--- src/rtl/xfer_scheduler_if.sv ---
// Handshake and queue-control bundle between the transfer scheduler, the
// deserializer, the user dequeue button and the byte queue.
interface xfer_scheduler_if;
    logic       des_ready_in;
    logic [7:0] des_data_in;
    logic       ack_out;
    logic       enq_out;
    logic [7:0] enq_data_out;
    logic       deq_req_in;
    logic       deq_out;
    logic [3:0] len_in;
    logic       busy_out;
    logic [7:0] drop_cnt_out;

    modport slave (
        input  des_ready_in, des_data_in, deq_req_in, len_in,
        output ack_out, enq_out, enq_data_out, deq_out, busy_out, drop_cnt_out
    );

    modport master (
        output des_ready_in, des_data_in, deq_req_in, len_in,
        input  ack_out, enq_out, enq_data_out, deq_out, busy_out, drop_cnt_out
    );
endinterface

--- src/rtl/xfer_scheduler.sv ---
// Round-robin enqueue/dequeue sequencer for the 8-entry byte queue.
// Optional feature macro: DROP_ON_FULL_EN (ack and count bytes that arrive while full).
module xfer_scheduler #(
    parameter int DEPTH    = 8,
    parameter int ENQ_HOLD = 1,
    parameter int DEQ_HOLD = 1
) (
    input  logic            i_clk,
    input  logic            i_rst_n,
    xfer_scheduler_if.slave bus
);
    typedef enum logic [1:0] {S_IDLE, S_ENQ, S_ACK, S_DEQ} state_t;

    localparam logic [3:0] C_DEPTH      = 4'(DEPTH);
    localparam logic [3:0] C_ENQ_RELOAD = 4'(ENQ_HOLD - 1);
    localparam logic [3:0] C_DEQ_RELOAD = 4'(DEQ_HOLD - 1);

    state_t     r_state;
    logic       r_enq;
    logic       r_deq;
    logic       r_ack;
    logic       r_busy;
    logic       r_last_deq;
    logic       r_deq_armed_n;
    logic [7:0] r_enq_data;
    logic [3:0] r_hold;

    logic w_enq_ok;
    logic w_deq_ok;
    logic w_grant_enq;
    logic w_grant_deq;
    logic w_drop;

    assign w_enq_ok    = bus.des_ready_in && (bus.len_in < C_DEPTH);
    assign w_deq_ok    = bus.deq_req_in && !r_deq_armed_n && (bus.len_in != 4'd0);
    // Under contention the side that did not win last time gets the grant.
    assign w_grant_enq = w_enq_ok && (!w_deq_ok || r_last_deq);
    assign w_grant_deq = w_deq_ok && !w_grant_enq;

`ifdef DROP_ON_FULL_EN
    logic [7:0] r_drop_cnt;

    assign w_drop = bus.des_ready_in && (bus.len_in == C_DEPTH) && !w_grant_deq;

    always_ff @(posedge i_clk or negedge i_rst_n) begin
        if (!i_rst_n) begin
            r_drop_cnt <= 8'd0;
        end else if ((r_state == S_IDLE) && w_drop && (r_drop_cnt != 8'hFF)) begin
            r_drop_cnt <= r_drop_cnt + 8'd1;
        end
    end

    assign bus.drop_cnt_out = r_drop_cnt;
`else
    assign w_drop           = 1'b0;
    assign bus.drop_cnt_out = 8'd0;
`endif

    always_ff @(posedge i_clk or negedge i_rst_n) begin
        if (!i_rst_n) begin
            r_state       <= S_IDLE;
            r_enq         <= 1'b0;
            r_deq         <= 1'b0;
            r_ack         <= 1'b0;
            r_busy        <= 1'b0;
            r_last_deq    <= 1'b1;
            r_deq_armed_n <= 1'b0;
            r_enq_data    <= 8'd0;
            r_hold        <= 4'd0;
        end else begin
            // A press re-arms only once the button has been seen released.
            if (!bus.deq_req_in) begin
                r_deq_armed_n <= 1'b0;
            end
            case (r_state)
                S_IDLE: begin
                    if (w_grant_enq) begin
                        r_state    <= S_ENQ;
                        r_enq      <= 1'b1;
                        r_busy     <= 1'b1;
                        r_enq_data <= bus.des_data_in;
                        r_hold     <= C_ENQ_RELOAD;
                        r_last_deq <= 1'b0;
                    end else if (w_grant_deq) begin
                        r_state       <= S_DEQ;
                        r_deq         <= 1'b1;
                        r_busy        <= 1'b1;
                        r_hold        <= C_DEQ_RELOAD;
                        r_last_deq    <= 1'b1;
                        r_deq_armed_n <= 1'b1;
                    end else if (w_drop) begin
                        r_state <= S_ACK;
                        r_ack   <= 1'b1;
                        r_busy  <= 1'b1;
                    end
                end
                S_ENQ: begin
                    if (r_hold == 4'd0) begin
                        r_state <= S_ACK;
                        r_enq   <= 1'b0;
                        r_ack   <= 1'b1;
                    end else begin
                        r_hold <= r_hold - 4'd1;
                    end
                end
                S_ACK: begin
                    if (!bus.des_ready_in) begin
                        r_state <= S_IDLE;
                        r_ack   <= 1'b0;
                        r_busy  <= 1'b0;
                    end
                end
                S_DEQ: begin
                    if (r_hold == 4'd0) begin
                        r_state <= S_IDLE;
                        r_deq   <= 1'b0;
                        r_busy  <= 1'b0;
                    end else begin
                        r_hold <= r_hold - 4'd1;
                    end
                end
                default: begin
                    r_state <= S_IDLE;
                end
            endcase
        end
    end

    assign bus.enq_out      = r_enq;
    assign bus.deq_out      = r_deq;
    assign bus.ack_out      = r_ack;
    assign bus.busy_out     = r_busy;
    assign bus.enq_data_out = r_enq_data;

    a_strobe_mutex: assert property (@(posedge i_clk) disable iff (!i_rst_n) !(r_enq && r_deq));
endmodule

--- src/flat_wrapper.sv ---
// flat-port wrapper written by rule: the top's interface ports become plain ports
module xfer_scheduler_flat 
#(
    parameter int DEPTH    = 8,
    parameter int ENQ_HOLD = 1,
    parameter int DEQ_HOLD = 1
)
  (i_clk, i_rst_n, bus_des_ready_in, bus_des_data_in, bus_deq_req_in, bus_len_in, bus_ack_out, bus_enq_out, bus_enq_data_out, bus_deq_out, bus_busy_out, bus_drop_cnt_out);
  xfer_scheduler_if bus_i ();
  input  logic i_clk;
  input  logic i_rst_n;
  input wire logic [$bits(bus_i.des_ready_in)-1:0] bus_des_ready_in;
  input wire logic [$bits(bus_i.des_data_in)-1:0] bus_des_data_in;
  input wire logic [$bits(bus_i.deq_req_in)-1:0] bus_deq_req_in;
  input wire logic [$bits(bus_i.len_in)-1:0] bus_len_in;
  output wire logic [$bits(bus_i.ack_out)-1:0] bus_ack_out;
  output wire logic [$bits(bus_i.enq_out)-1:0] bus_enq_out;
  output wire logic [$bits(bus_i.enq_data_out)-1:0] bus_enq_data_out;
  output wire logic [$bits(bus_i.deq_out)-1:0] bus_deq_out;
  output wire logic [$bits(bus_i.busy_out)-1:0] bus_busy_out;
  output wire logic [$bits(bus_i.drop_cnt_out)-1:0] bus_drop_cnt_out;
  assign bus_i.des_ready_in = bus_des_ready_in;
  assign bus_i.des_data_in = bus_des_data_in;
  assign bus_i.deq_req_in = bus_deq_req_in;
  assign bus_i.len_in = bus_len_in;
  assign bus_ack_out = bus_i.ack_out;
  assign bus_enq_out = bus_i.enq_out;
  assign bus_enq_data_out = bus_i.enq_data_out;
  assign bus_deq_out = bus_i.deq_out;
  assign bus_busy_out = bus_i.busy_out;
  assign bus_drop_cnt_out = bus_i.drop_cnt_out;
  xfer_scheduler #(.DEPTH(DEPTH), .ENQ_HOLD(ENQ_HOLD), .DEQ_HOLD(DEQ_HOLD)) u_core (.i_clk(i_clk), .i_rst_n(i_rst_n), .bus(bus_i));
endmodule
--- config.mk ---
export PLATFORM = sky130hd
export DESIGN_NAME = xfer_scheduler_flat
export DESIGN_NICKNAME = d
export VERILOG_FILES = /design/src/rtl/xfer_scheduler_if.sv /design/src/rtl/xfer_scheduler.sv /design/src/flat_wrapper.sv
export SDC_FILE = /design/constraint.sdc
export NUM_CORES = 1
export LEC_CHECK = 0
export ABC_AREA = 1
export CORE_UTILIZATION = 50
export CTS_BUF_LIST = sky130_fd_sc_hd__clkbuf_2
export DETAILED_ROUTE_END_ITERATION = 10
export GPL_TIMING_DRIVEN = 0
export HOLD_SLACK_MARGIN = 0.08
export PLACE_DENSITY = 0.95
export SYNTH_ARGS = -nofsm -noshare
export SYNTH_HDL_FRONTEND = slang
export SYNTH_SLANG_ARGS = --single-unit
--- constraint.sdc ---
create_clock -name i_clk -period 3 [get_ports i_clk]
set_input_delay 0.6 -clock i_clk [delete_from_list [all_inputs] [get_ports i_clk]]
set_output_delay 0.6 -clock i_clk [all_outputs]
set_load 0.03 [all_outputs]
==> impl_metrics.ini <==
[finish]
nets = 176
drive_gt1_share_pct = 16.46
final_cells = 185
antennaDiodeCount = 0
fillers = 181
postLayoutCellArea_um2 = 1386
area_growth_pct = 33.82

[floorplan]
num_rows = 16
ioPinCount = 36
die_area_um2 = 2258
core-area_um2 = 1962
die_h_um = 47.52
die_x_um = 47.52
initial_core_util_pct = 52.81

[sta]
finalHoldViolations = 0
tns_ns = 0
worst_pin_slew_ns = 0.8759
rsz0062_at_grt = false
fin_crit_sh_pct = 67.29
skew_ns = 0.01839
fin_crit_ns = 2.019
setup_viol_count_final = 0
slew_headroom_pct = 41.42
drv_slew = 0
fmax_mhz = 495.4

[detailed_routing]
wirelength_um = 2007
drtAntennaViolNets = 0
via_count = 868
drt_first_pass_iters = 4
vias_per_cell = 4.692
wl_per_cell_um = 10.85
drc = 0
drt_iter0_drc = 9

[yosys]
synthDistinctLibCells = 22
syn_area_um2 = 1036
yosys_warnings = 0
synth_cells = 120
synth.avg_cell_area_um2 = 8.633
synth-seq-cells = 20
ys_seq_area_share_pct = 48.43

[clocking]
clockBufferDepth = 2
cts_sinks = 20
cts.clk_slew.worst_paths_ns = 0.20
cts_made_buffers = 3
clkLatencyLatePin_ns = 0.32
postCtsSetupBuffers = 0
cts.root.buffer_cell = clkbuf_2
ctsResizeCount = 0
hold_buffers = 0
cts_tree = yes
cts-htree-levels = 1

[global_route]
antenna_found_initial = 0
grt_pass1_wl_um = 3187
grt_max_degree = 21
grt_overflow = 0
grt_pass1_vias = 770
grt.total_usage_pct = 21.25

[critical_path]
cp_data_required_time_ns = 2.40
cp-end-kind = primary output
worst_setup_path_start_kind = register
path_max_fanout = 2
arrival_ns = 1.42
critPathMaxStageDelay_ns = 0.68
crit_type = register to primary output
cp_slowest_cell = clkdlybuf4s50_1
cp_cell_sequence = clkdlybuf4s50_1
crit_buf_inv = 1
cp_top_family = buffers and inverters

[run_status]
status = finished clean

[job]
max_cap_violations = 0

[place]
gp_congestion = 0.7694
port_buffers = 27
place_inst = 181
hpwl_um = 1584
placed_area_um2 = 1366

[power]
p_total_mw = 1.447
p_comb_share_pct = 58.1
seqPwrFrac_pct = 33.6
switching_share_pct = 47.08
clockPowerShare_pct = 8.2
p_leak_nw = 0.7129
p_switching_uw = 681.4
power.internal_uw = 765.9
p_per_area_nw_per_um2 = 1044
ir_drop_v = 0.0006621

[min_path]
min_path_type = register to register
## power groups by stage
stage,clock [mW],sequential [mW],combinational (mW)
3_3_place_gp,0,0.483,0.804
6_report,0.119,0.487,0.841
4_1_cts,0.125,0.487,0.849
3_5_place_dp,0,0.491,0.843
5_1_grt,0.134,0.504,0.933
2_1_floorplan,0,0.633,0.426
## metal layers
layer	share of wire [%]	GRT usage (%)	wire length [µm]
met1	39	22.09	778
met5	0	0	0
met3	5.5	6.792	111
met2	55	38.08	1097
met4	1.0	10.86	20
## path summary, 6_finish.rpt
path | startpoint | to | slack (ns) | cells past startpoint
hold / removal | u_core.r_hold[0] | u_core.r_hold[0] | 0.49 | 1
max in group asynchronous | i_rst_n | u_core.bus.deq_out | 1.71 | 1
setup reg to reg | u_core.r_hold[0] | u_core.r_hold[1] | 1.54 | 8
hold reg to reg | u_core.r_hold[0] | u_core.r_hold[0] | 0.49 | 1
min in group asynchronous | i_rst_n | u_core.r_state[1] | 0.74 | 1
setup / recovery | u_core.bus.enq_data_out[3] | bus_enq_data_out[3] | 0.98 | 1
## cells in the final DEF (no fill, tap or decap), types with 2 or more instances in the layout
cell / synthesis / final
o21ai_0: 4 / 4
o21ai_1: 2 / 2
nand2_4: 2 / 2
nand2_1: 46 / 46
nor2_1: 6 / 6
inv_2: 3 / 3
dfrtp_1: 19 / 19
nand3_1: 4 / 4
nor2_8: 2 / 2
buf_4: 8 / 8
o21ai_2: 2 / 2
clkbuf_2: 0 / 4
xor2_1: 2 / 2
clkdlybuf4s50_1: 0 / 27
conb_1: 1 / 8
a21oi_1: 2 / 2
inv_1: 10 / 10
## cells in the mapped netlist
cell type	n	share of area (%)
a21oi_1	2	0.97
a31oi_1	1	0.60
buf_4	8	5.8
buf_6	1	1.1
conb_1	1	0.36
dfrtp_1	19	46
dfstp_2	1	2.5
ha_1	1	1.2
inv_1	10	3.6
inv_2	3	1.1
nand2_1	46	17
nand2_4	2	2.2
nand3_1	4	1.9
nand3_2	1	0.97
nand3_4	1	1.7
nor2_1	6	2.2
nor2_4	1	1.1
nor2_8	2	3.9
o21ai_0	4	1.9
o21ai_1	2	0.97
o21ai_2	2	1.7
xor2_1	2	1.7
## per-stage QoR
step                      setup WS [ns]  util [%]  hold slack, ns
after global routing             0.8936     70.66          0.5324
after detailed placement          1.025     69.64          0.4592
after floorplan                   1.651         -          0.3044
final                            0.9812     70.66          0.4915
after global placement            1.083     69.64          0.4528
after CTS                        0.9637     70.66          0.4908
## sequential cells by signal, indices dropped and copies added (netlist names)
register / count
u_core.r_state: 2
u_core.bus.deq_out: 1
u_core.r_last_deq: 1
u_core.r_deq_armed_n: 1
u_core.bus.busy_out: 1
u_core.r_hold: 4
u_core.bus.ack_out: 1
u_core.bus.enq_data_out: 8
u_core.bus.enq_out: 1
## cell families (layout without fill, tap and decap cells)
family / Yosys count / after routing / share of synthesized area [%]
simple gates: 63 / 63 / 30.56
buf+inv: 22 / 53 / 11.59
fa+ha+maj: 1 / 1 / 1.208
compound gates: 11 / 11 / 6.160
other cells: 1 / 8 / 0.3620
flops: 20 / 20 / 48.43
xor+xnor: 2 / 2 / 1.691
## cell type report
type | instances | area, µm² | area share (%)
inverter | 13 | 48.80 | 3.520
tap | 27 | 33.78 | 2.437
buffer | 9 | 71.32 | 5.144
clock buffer | 4 | 20.02 | 1.444
sequential | 20 | 501.7 | 36.19
multi-input combinational | 85 | 440.4 | 31.77
timing repair buffer | 27 | 270.3 | 19.49
Power figures use the tool's default switching activity.
